===== config.mk =====
export PLATFORM = sky130hd
export DESIGN_NAME = mem_load_post
export DESIGN_NICKNAME = d
export VERILOG_FILES = /design/src/rtl/mem_load_post.sv
export SDC_FILE = /design/constraint.sdc
export NUM_CORES = 1
export LEC_CHECK = 0
export ABC_AREA = 1
export CORE_ASPECT_RATIO = 1.1
export CORE_MARGIN = 4
export CORE_UTILIZATION = 38
export CTS_BUF_LIST = sky130_fd_sc_hd__clkbuf_2
export DETAILED_ROUTE_END_ITERATION = 8
export GPL_ROUTABILITY_DRIVEN = 0
export PLACE_DENSITY = 0.86
export SYNTH_ARGS = -nofsm -noshare
export SYNTH_HDL_FRONTEND = slang
export SYNTH_SLANG_ARGS = --single-unit

===== constraint.sdc =====
create_clock -name clk -period 2.6 [get_ports clk]
set_input_delay 0.39 -clock clk [delete_from_list [all_inputs] [get_ports clk]]
set_output_delay 0.39 -clock clk [all_outputs]
set_load 0.05 [all_outputs]

===== src/rtl/mem_load_post.sv =====
// Load post-processing: routes the synchronous DMem/BIOS word or the IO word to the core, aligned and extended.
// Optional feature: define LOAD_IO_TIMEOUT_EN to end an IO wait as a faulting load after IO_TIMEOUT cycles.
module mem_load_post #(
    parameter int unsigned IO_TIMEOUT = 16
) (
    input  logic        clk,
    input  logic        rst_n,
    input  logic        load_en_EX,
    input  logic [2:0]  funct3_EX,
    input  logic [31:0] ALU_out,
    input  logic        stall,
    input  logic [31:0] DMem_Data_R,
    input  logic [31:0] bios_Data_R,
    input  logic [31:0] IO_Data_R,
    input  logic        IO_valid,
    output logic [31:0] Load_Data,
    output logic        Load_valid,
    output logic        Load_busy,
    output logic        Load_fault
);

    localparam logic [1:0] ST_IDLE    = 2'd0;
    localparam logic [1:0] ST_RESP    = 2'd1;
    localparam logic [1:0] ST_IO_WAIT = 2'd2;

    localparam logic [1:0] SP_DMEM = 2'd0;
    localparam logic [1:0] SP_BIOS = 2'd1;
    localparam logic [1:0] SP_IO   = 2'd2;
    localparam logic [1:0] SP_NONE = 2'd3;

    logic [1:0] state_q, state_d;
    logic [2:0] f3_q, f3_d;
    logic [1:0] off_q, off_d;
    logic [1:0] space_q, space_d;
    logic       fault_q, fault_d;

    logic [1:0]  req_space;
    logic        req_fault;
    logic        capture;
    logic        timeout_hit;
    logic [31:0] raw_word;
    logic [31:0] aligned_word;
    logic        unused_bits;

    assign unused_bits = ^ALU_out[27:2];

    function automatic logic [31:0] align_ext(input logic [31:0] w,
                                              input logic [2:0]  f3,
                                              input logic [1:0]  off);
        logic [7:0]  b;
        logic [15:0] h;
        logic [31:0] r;
        b = w[{off, 3'b000} +: 8];
        h = off[1] ? w[31:16] : w[15:0];
        case (f3)
            3'b000:  r = {{24{b[7]}}, b};
            3'b100:  r = {24'd0, b};
            3'b001:  r = {{16{h[15]}}, h};
            3'b101:  r = {16'd0, h};
            default: r = w;
        endcase
        return r;
    endfunction

    always_comb begin
        case (ALU_out[31:28])
            4'b0001, 4'b0011: req_space = SP_DMEM;
            4'b0100:          req_space = SP_BIOS;
            4'b1000:          req_space = SP_IO;
            default:          req_space = SP_NONE;
        endcase
    end

    always_comb begin
        case (funct3_EX)
            3'b000, 3'b100: req_fault = 1'b0;
            3'b001, 3'b101: req_fault = ALU_out[0];
            3'b010:         req_fault = |ALU_out[1:0];
            default:        req_fault = 1'b1;
        endcase
        if (req_space == SP_NONE) begin
            req_fault = 1'b1;
        end
    end

    assign capture = load_en_EX && !stall && !Load_busy;

    always_comb begin
        case (space_q)
            SP_BIOS: raw_word = bios_Data_R;
            SP_IO:   raw_word = IO_Data_R;
            default: raw_word = DMem_Data_R;
        endcase
    end

    assign aligned_word = align_ext(raw_word, f3_q, off_q);

    // IO_valid wins over a timeout landing on the same cycle.
    always_comb begin
        Load_valid = 1'b0;
        Load_fault = 1'b0;
        Load_busy  = 1'b0;
        case (state_q)
            ST_RESP: begin
                Load_valid = 1'b1;
                Load_fault = fault_q;
            end
            ST_IO_WAIT: begin
                if (IO_valid) begin
                    Load_valid = 1'b1;
                end else if (timeout_hit) begin
                    Load_valid = 1'b1;
                    Load_fault = 1'b1;
                end else begin
                    Load_busy = 1'b1;
                end
            end
            default: ;
        endcase
        Load_Data = (Load_valid && !Load_fault) ? aligned_word : '0;
    end

    always_comb begin
        state_d = state_q;
        f3_d    = f3_q;
        off_d   = off_q;
        space_d = space_q;
        fault_d = fault_q;
        case (state_q)
            ST_RESP:    state_d = ST_IDLE;
            ST_IO_WAIT: if (Load_valid) state_d = ST_IDLE;
            default:    state_d = ST_IDLE;
        endcase
        if (capture) begin
            f3_d    = funct3_EX;
            off_d   = ALU_out[1:0];
            space_d = req_space;
            fault_d = req_fault;
            state_d = (req_fault || req_space != SP_IO) ? ST_RESP : ST_IO_WAIT;
        end
    end

    always_ff @(posedge clk or negedge rst_n) begin
        if (!rst_n) begin
            state_q <= ST_IDLE;
            f3_q    <= '0;
            off_q   <= '0;
            space_q <= '0;
            fault_q <= 1'b0;
        end else begin
            state_q <= state_d;
            f3_q    <= f3_d;
            off_q   <= off_d;
            space_q <= space_d;
            fault_q <= fault_d;
        end
    end

`ifdef LOAD_IO_TIMEOUT_EN
    localparam int unsigned CW = $clog2(IO_TIMEOUT + 1);

    logic [CW-1:0] cnt_q, cnt_d;

    // cnt_q is the number of completed IO_WAIT cycles; the limit cycle is the IO_TIMEOUT-th.
    assign timeout_hit = (state_q == ST_IO_WAIT) && (cnt_q == CW'(IO_TIMEOUT - 1));

    always_comb begin
        cnt_d = '0;
        if (!capture && state_q == ST_IO_WAIT) begin
            cnt_d = cnt_q + 1'b1;
        end
    end

    always_ff @(posedge clk or negedge rst_n) begin
        if (!rst_n) begin
            cnt_q <= '0;
        end else begin
            cnt_q <= cnt_d;
        end
    end
`else
    logic unused_cfg;

    assign unused_cfg  = IO_TIMEOUT[0];
    assign timeout_hit = 1'b0;
`endif

endmodule


# Word level (Yosys, flattened, before mapping)
# Cells that the tools add are included.
dict set report word_totals {
  ff_bits 10
  in_bits 136
  out_inout_bits 35
  wordCells 53
}
dict set report classes {
  eq_ne 18
  n_shift 1
  muxes 16
  reduce_logical 13
}
# op count
set ops {}
lappend ops {{$pmux W32 S4} 1}
lappend ops {{$pmux W32 S2} 1}
lappend ops {{$mux W32} 1}
lappend ops {{$shiftx A32 B6 Y8} 1}
lappend ops {{$mux W16} 1}
lappend ops {{$eq A3 B3 Y1 const B} 4}
lappend ops {{$mux W2} 4}
lappend ops {{$reduce_or A2 Y1} 4}
lappend ops {{$eq A2 B2 Y1 const B} 3}
lappend ops {{$eq A3 B1 Y1 const B} 2}
lappend ops {{$logic_not A3 Y1} 2}
lappend ops {{$pmux W2 S3} 1}
lappend ops {{$mux W1} 5}
lappend ops {{$eq A2 B1 Y1 const B} 2}
lappend ops {{$eq A4 B1 Y1 const B} 1}
lappend ops {{$eq A4 B2 Y1 const B} 1}
lappend ops {{$eq A4 B3 Y1 const B} 1}
lappend ops {{$eq A4 B4 Y1 const B} 1}
lappend ops {{$eq A3 B2 Y1 const B} 1}
lappend ops {{$logic_and A1 B1 Y1} 3}
lappend ops {{$logic_not A1 Y1} 3}
lappend ops {{$ne A3 B3 Y1 const B} 1}
lappend ops {{$pmux W1 S3} 1}
lappend ops {{$ne A2 B2 Y1 const B} 1}
lappend ops {{other kinds (2)} 2}

# Depth between registers and ports, before layout
# Gate-level depths: netlist (run 1).
dict set report depth {
  depth_word 8
  depth_mapped 11
  mapped_depth_nobuf 10
}

# Worst setup path after synthesis (run 1)
# No wires, ideal clock.
dict set report synth_path {
  kind {register -> output}
  start {reg state_q[0]}
  end {out Load_Data[10]}
  t_arrival_ns 2.791
  required_ns 2.210
  path_slack_ns -0.581
  path_stages_with_launch 9
  n_path_buf 1
  path_cell_list {dfrtp_1 > inv_1 > ha_1 > a21oi_1 > nand2_1 > inv_1 > buf_2 > nand2_1 > a21oi_1}
}
dict set report synth_via {
  elab_cells_between_ends 7
  classes_between {eq/ne: 2; mux: 3; reduce/logical: 2}
}
# element line
set synth_lines {}
lappend synth_lines {{start: declaration} 31} ;# logic [1:0] state_q, state_d;
lappend synth_lines {{start signal: assignment} 151} ;# state_q <= state_d;
lappend synth_lines {{$eq A2 B2 Y1 or $eq A2 B1 Y1 (tied branches)} 103} ;# case (state_q)
lappend synth_lines {{$pmux W1 S2 (*)} 103}
lappend synth_lines {{named net Load_valid} 17} ;# output logic Load_valid,
lappend synth_lines {{$logic_and A1 B1 Y1 (*)} 120} ;# Load_Data = (Load_valid && !Load_fault) ? aligned_word : '0;
lappend synth_lines {{$mux W32 (*)} 120}
lappend synth_lines {{end: declaration} 16} ;# output logic [31:0] Load_Data,
# Mark *: on every way through the listed nets, which the timed path passes. The rest lies on a longest branch.

# Worst setup path in the final report (run 1)
dict set report layout_path {
  start {reg space_q[0]}
  end {out Load_Data[13]}
}
dict set report layout_via {
  elab_chain_len 5
  elab_cells_between_ends 7
  classes_between {eq/ne: 2; shift: 1; mux: 4}
}
# element line
set layout_lines {}
lappend layout_lines {{start: declaration} 34} ;# logic [1:0] space_q, space_d;
lappend layout_lines {{start signal: assignment} 154} ;# space_q <= space_d;
lappend layout_lines {{$eq A2 B2 Y1 or $eq A2 B1 Y1 (tied branches)} 89} ;# case (space_q)
lappend layout_lines {{$pmux W32 S2 (*)} 89}
lappend layout_lines {{$shiftx A32 B6 Y8 or $mux W16 (tied branches)} {53, 54}}
lappend layout_lines {{$pmux W32 S4 (*)} 55} ;# case (f3)
lappend layout_lines {{$mux W32 (*)} 120}
# Every way passes the cells marked *; elsewhere a longest branch is shown, timed or not.

==> impl_metrics.py, run 1 <==
metrics = {
    "clocking": {
        "clk_latency_ns": 0.26,
        "cts-root-buf": "clkbuf_2",
        "clock_sinks": 10,
        "numCtsBuffers": 3,
        "cts_buffer_depth": 2,
        "hold_buffers": 0,
        "htree_levels": 1,
        "path_clk_slew_ns": 0.11,
        "tritoncts": "done",
    },
    "critical_path": {
        "crit_buf_inv": 5,
        "r2r_slack_ns": 0.93,
        "path_max_fanout": 8,
        "worstPathCellList": "inv_2 > ha_4 > inv_8 > buf_8 > clkbuf_4 > nand3_1 > nand3_2 > nand3_2 > nand2_1 > a21oi_4 > buf_12",
        "startpoint_type": "flop",
        "critical_path_class": "flop to output pin",
        "cp.required_ns": 2.21,
        "cp_data_arrival_time_ns": 2.25,
        "critical-path-slowest-cell": "dfrtp_1",
        "crit_top_cell": "nand3_2",
        "critical-path-max-stage-delay_ns": 0.42,
        "endpoint_kind": "output pin",
        "crit_family": "buffers and inverters",
    },
    "sta": {
        "fin_tns_setup_ns": -0.1479,
        "slew_headroom_pct": 66.12,
        "period_minus_slack_ns": 2.639,
        "slew_violations": 0,
        "skew_ns": 0.01296,
        "setup_viol": 12,
        "worst_pin_slew_ns": 0.5066,
        "timing.final.crit_share_pct": 101.5,
        "timing.final.ws_setup_ns": -0.03871,
        "fmax_ghz": 0.3790,
        "rsz0062_at_grt": "true",
        "hold_viol": 0,
    },
    "floorplan": {
        "row_count": 28,
        "io_pins": 171,
        "die_y_um": 88.05,
        "dieArea_um2": 7111,
        "start_util_pct": 40.24,
        "core_area_um2": 5500,
        "die_x_um": 80.77,
    },
    "yosys": {
        "yosysTopAreaCellShare_pct": 32.39,
        "postSynthAreaPerCell_um2": 5.295,
        "yosysSeqAreaShare_pct": 11.31,
        "yosys_warnings": 0,
        "syn_area_um2": 2213,
        "synth_nets": 558,
        "synth_area_leaders": "nand2_1 (32%), nand3_1 (14%), dfrtp_1 (11%)",
        "synthCells": 418,
        "ys_types": 29,
        "synth_seq_cells": 10,
        "synth_top_area_cell": "nand2_1",
    },
    "drt": {
        "drtIter0Drc": 462,
        "firstDrtPassIters": 6,
        "postRouteAntennaNets": 0,
        "via_per_inst": 5.814,
        "detail_route.wl_per_cell_um": 19.79,
        "drt_wl_total_um": 12530,
        "drc": 0,
        "via_count": 3680,
    },
    "power_and_ir_drop": {
        "power_density_nw_per_um2": 401.9,
        "ir_worst_vdd_mv": 0.3457,
        "p_leak_nw": 1.809,
        "power_mw": 1.839,
    },
    "cells_and_area": {
        "final_core_util_pct": 83.19,
        "mostFrequentLayoutCells": "nand2_1 (187), clkdlybuf4s50_1 (111), nand3_1 (48)",
        "layout_commonest_cell": "nand2_1",
        "drive_gt1_share_pct": 22.04,
        "syn2layout_area_growth_pct": 106.7,
        "nNetsFinal": 699,
        "diodes": 0,
    },
    "grt": {
        "grt_util_all_layers_pct": 25.86,
        "use_met3_pct": 7.099,
        "grt_use_met1_pct": 27.80,
        "grt_pass1_vias": 3208,
        "antenna_found_initial": 0,
        "grt_start_max_net_pins": 52,
        "busiest_layer": "met2",
        "use_met2_pct": 49.77,
        "grt_pass1_wl_um": 14710,
        "grt_overflow_total": 0,
    },
    "status": {
        "violations": "setup timing",
        "outcome": "finished, violations left",
    },
    "placement": {
        "hpwl_um": 7935,
        "io_buffers": 144,
    },
    "hold_path": {
        "holdCritPathClass": "input port to asynchronous set/reset pin",
    },
    "job": {
        "cap_viol_max_count": 0,
    },
}
[metrics by stage]
step,cells,area [um^2],worst slack (ns),hold slack (ns)
final,633,4576,-0.03871,0.4378
after floorplan,418,2318,0.04523,0.09441
after global routing,633,4576,-0.1186,0.4554
after global placement,618,4043,0.09440,0.5026
after CTS,625,4128,0.007953,0.4524
after detailed placement,618,4043,0.02778,0.5313
[synthesized netlist by cell type, drive strengths merged]
| master | n |
|---|---|
| buf | 24 |
| a21oi | 37 |
| ha | 4 |
| clkbuf | 5 |
| o21bai | 1 |
| dfrtp | 10 |
| or2 | 10 |
| nand2 | 192 |
| nand3 | 64 |
| nor2 | 12 |
| o21ai | 27 |
| o211ai | 7 |
| o22ai | 1 |
| nor3b | 1 |
| nor3 | 1 |
| inv | 20 |
| nand3b | 2 |
[report_power, final]
part	switching, mW	internal (mW)
Combinational	0.931	0.632
Sequential	0.0171	0.172
Clock	0.0532	0.0334
Total	1.00	0.837
[area by class of cell]
class | count | area (um^2)
tap | 75 | 93.84
sequential | 10 | 250.2
fill | 314 | 924.6
timing repair buffer | 165 | 2071
multi-input combinational | 359 | 2059
clock buffer | 3 | 15.01
inverter | 20 | 82.58
clock inverter | 1 | 3.754
[flip-flops by register name, summed over array words and instances (netlist names)]
name	cells
f3_q	3
fault_q	1
off_q	2
space_q	2
state_q	2
[what timing repair did]
| item | 4_1_cts | 5_1_grt |
|---|---|---|
| resized for setup | 5 | 61 |
| setup endpoints to repair | 31 | 31 |
| gates cloned | 0 | 3 |
| pin swaps | 1 | 10 |
| setup buffers | 3 | 5 |
[cell families after synthesis]
logic type / synth area share, %
fa+ha+maj: 2.261
compound gates: 18.65
flops: 11.31
simple gates: 54.61
buf+inv: 13.17
[routing by layer]
metal | part of all wire [%] | vias to the layer above
li1 | - | 1643
met1 | 33 | 1682
met2 | 47 | 291
met3 | 14 | 64
met4 | 5.5 | 0
met5 | 0 | -
[final timing paths]
| path | to | startpoint | depth (start not counted) |
|---|---|---|---|
| min reg2reg | state_q[1]$_DFFE_PN0P_ | state_q[1]$_DFFE_PN0P_ | 2 |
| max | Load_Data[13] | space_q[0]$_DFFE_PN0P_ | 11 |
| min | f3_q[1]$_DFFE_PN0P_ | rst_n | 1 |
| max reg2reg | state_q[0]$_DFFE_PN0P_ | state_q[0]$_DFFE_PN0P_ | 11 |
| min in group clk | state_q[1]$_DFFE_PN0P_ | state_q[1]$_DFFE_PN0P_ | 2 |
| max in group asynchronous | off_q[1]$_DFFE_PN0P_ | rst_n | 1 |
(Power assumes the default switching activity.)
==> inputs of run 2 (changes only) <==
--- a/config.mk
+++ b/config.mk
@@ -13,6 +13,7 @@
 export DETAILED_ROUTE_END_ITERATION = 8
 export GPL_ROUTABILITY_DRIVEN = 0
 export PLACE_DENSITY = 0.86
+export RECOVER_POWER = 25
 export SYNTH_ARGS = -nofsm -noshare
 export SYNTH_HDL_FRONTEND = slang
 export SYNTH_SLANG_ARGS = --single-unit
==> run 2 against run 1 <==
Against the previous run: the run still ends with setup timing left; clock-buffer cell count unchanged; die area unchanged; register-to-register slack about the same; critical path type unchanged; global-route usage unchanged; non-clock buffer count unchanged; final cell count unchanged; hold slack improved by 0.070 ns; sequential power about the same; combinational power about the same.
==> impl_metrics.py, run 2 (synthesized netlist as in run 1, its figures left out) <==
metrics = {
    "floorplan": {
        "start_util_pct": 40.24,
        "core_area_um2": 5500,
        "dieArea_um2": 7111,
        "io_pins": 171,
        "row_count": 28,
        "die_y_um": 88.05,
        "die_x_um": 80.77,
    },
    "clocking": {
        "cts_buffer_depth": 2,
        "numCtsBuffers": 3,
        "cts-root-buf": "clkbuf_2",
        "path_clk_slew_ns": 0.11,
        "hold_buffers": 0,
        "clock_sinks": 10,
        "htree_levels": 1,
        "clk_latency_ns": 0.26,
        "tritoncts": "done",
    },
    "sta": {
        "timing.final.ws_setup_ns": -0.03869,
        "setup_viol": 12,
        "hold_viol": 0,
        "fmax_ghz": 0.3790,
        "slew_headroom_pct": 66.12,
        "period_minus_slack_ns": 2.639,
        "rsz0062_at_grt": "true",
        "skew_ns": 0.01297,
        "worst_pin_slew_ns": 0.5066,
        "slew_violations": 0,
        "timing.final.crit_share_pct": 101.5,
    },
    "grt": {
        "grt_pass1_wl_um": 14710,
        "grt_pass1_vias": 3208,
        "grt_util_all_layers_pct": 25.86,
        "grt_start_max_net_pins": 52,
        "antenna_found_initial": 0,
        "grt_overflow_total": 0,
    },
    "placement": {
        "preCtsSetupSlack_ns": 0.02778,
        "io_buffers": 144,
        "dp_cells": 618,
        "hpwl_um": 7935,
    },
    "critical_path": {
        "critical_path_class": "flop to output pin",
        "cp.required_ns": 2.21,
        "startpoint_type": "flop",
        "crit_buf_inv": 5,
        "crit_top_cell": "nand3_2",
        "path_max_fanout": 8,
        "cp_data_arrival_time_ns": 2.25,
        "endpoint_kind": "output pin",
        "crit_family": "buffers and inverters",
        "critical-path-max-stage-delay_ns": 0.42,
        "critical-path-slowest-cell": "dfrtp_1",
        "worstPathCellList": "inv_2 > ha_4 > inv_8 > buf_8 > clkbuf_4 > nand3_1 > nand3_2 > nand3_2 > nand2_1 > a21oi_4 > buf_12",
    },
    "drt": {
        "detail_route.wl_per_cell_um": 19.79,
        "drtIter0Drc": 462,
        "firstDrtPassIters": 6,
        "drt_wl_total_um": 12530,
        "drc": 0,
        "postRouteAntennaNets": 0,
        "via_count": 3680,
        "via_per_inst": 5.814,
    },
    "cells_and_area": {
        "top_register": "f3_q",
        "drive_gt1_share_pct": 22.04,
        "mostFrequentLayoutCells": "nand2_1 (187), clkdlybuf4s50_1 (110), nand3_1 (48)",
        "syn2layout_area_growth_pct": 106.7,
        "finalNonFillerCells": 633,
        "layout_commonest_cell": "nand2_1",
        "diodes": 0,
        "largest_reg_flops": 3,
        "nNetsFinal": 699,
    },
    "power_and_ir_drop": {
        "power_density_nw_per_um2": 401.8,
        "p_leak_nw": 1.810,
        "ir_worst_vdd_mv": 0.3457,
    },
    "status": {
        "outcome": "finished, violations left",
        "violations": "setup timing",
    },
    "hold_path": {
        "holdCritPathClass": "input port to asynchronous set/reset pin",
    },
    "job": {
        "cap_viol_max_count": 0,
    },
}
## run 2: cell types whose count changed in the layout (fill, tap and decap cells not counted)
| cell | delta |
|---|---|
| clkdlybuf4s50_1 | -1 |
| dlygate4sd3_1 | +1 |
## run 2: what timing repair did
action | in CTS | in global routing
gates resized for setup | 5 | 61
endpoints found under the setup margin | 31 | 31
setup buffers | 3 | 5
gates cloned | 0 | 3
pin swaps | 1 | 10
## run 2: cell type report
cell class	count	area, um^2
Timing Repair Buffer	165	2071
Multi-Input combinational cell	359	2059
Fill cell	314	924.6
Sequential cell	10	250.2
Tap cell	75	93.84
Inverter	20	82.58
Clock buffer	3	15.01
Clock inverter	1	3.754
## run 2: routing by layer
| layer | GRT usage [%] | routed length (um) |
|---|---|---|
| met2 | 49.77 | 5924 |
| met5 | 0 | 0 |
| met3 | 7.099 | 1724 |
| met4 | 5.837 | 683 |
| met1 | 27.80 | 4194 |
## run 2: final timing paths
path	start	cells past startpoint	endpoint	slack, ns
min in group clk	state_q[1]$_DFFE_PN0P_	2	state_q[1]$_DFFE_PN0P_	0.56
max in group asynchronous	rst_n	1	off_q[1]$_DFFE_PN0P_	1.76
min	rst_n	1	f3_q[1]$_DFFE_PN0P_	0.51
max	space_q[0]$_DFFE_PN0P_	11	Load_Data[13]	-0.04
max reg2reg	state_q[0]$_DFFE_PN0P_	11	state_q[0]$_DFFE_PN0P_	0.93
min reg2reg	state_q[1]$_DFFE_PN0P_	2	state_q[1]$_DFFE_PN0P_	0.56
## run 2: power breakdown
| group | internal (mW) | leakage (nW) | total [mW] | switching, mW |
|---|---|---|---|---|
| Clock | 0.0334 | 0.0140 | 0.0866 | 0.0532 |
| Combinational | 0.632 | 1.67 | 1.56 | 0.931 |
| Sequential | 0.172 | 0.121 | 0.189 | 0.0171 |
## run 2: through the flow
stage          TNS [ns]  utilization [%]  hold WS (ns)  instance area (um^2)  power, mW
4_1_cts               0            75.05        0.4524                  4128      1.478
6_report        -0.1478            83.19        0.5080                  4576      1.839
3_5_place_dp          0            73.50        0.5313                  4043      1.350
2_1_floorplan         0                -       0.09441                  2318     0.9948
3_3_place_gp          0            73.50        0.5026                  4043      1.314
5_1_grt          -2.503            83.19        0.5255                  4576      1.942
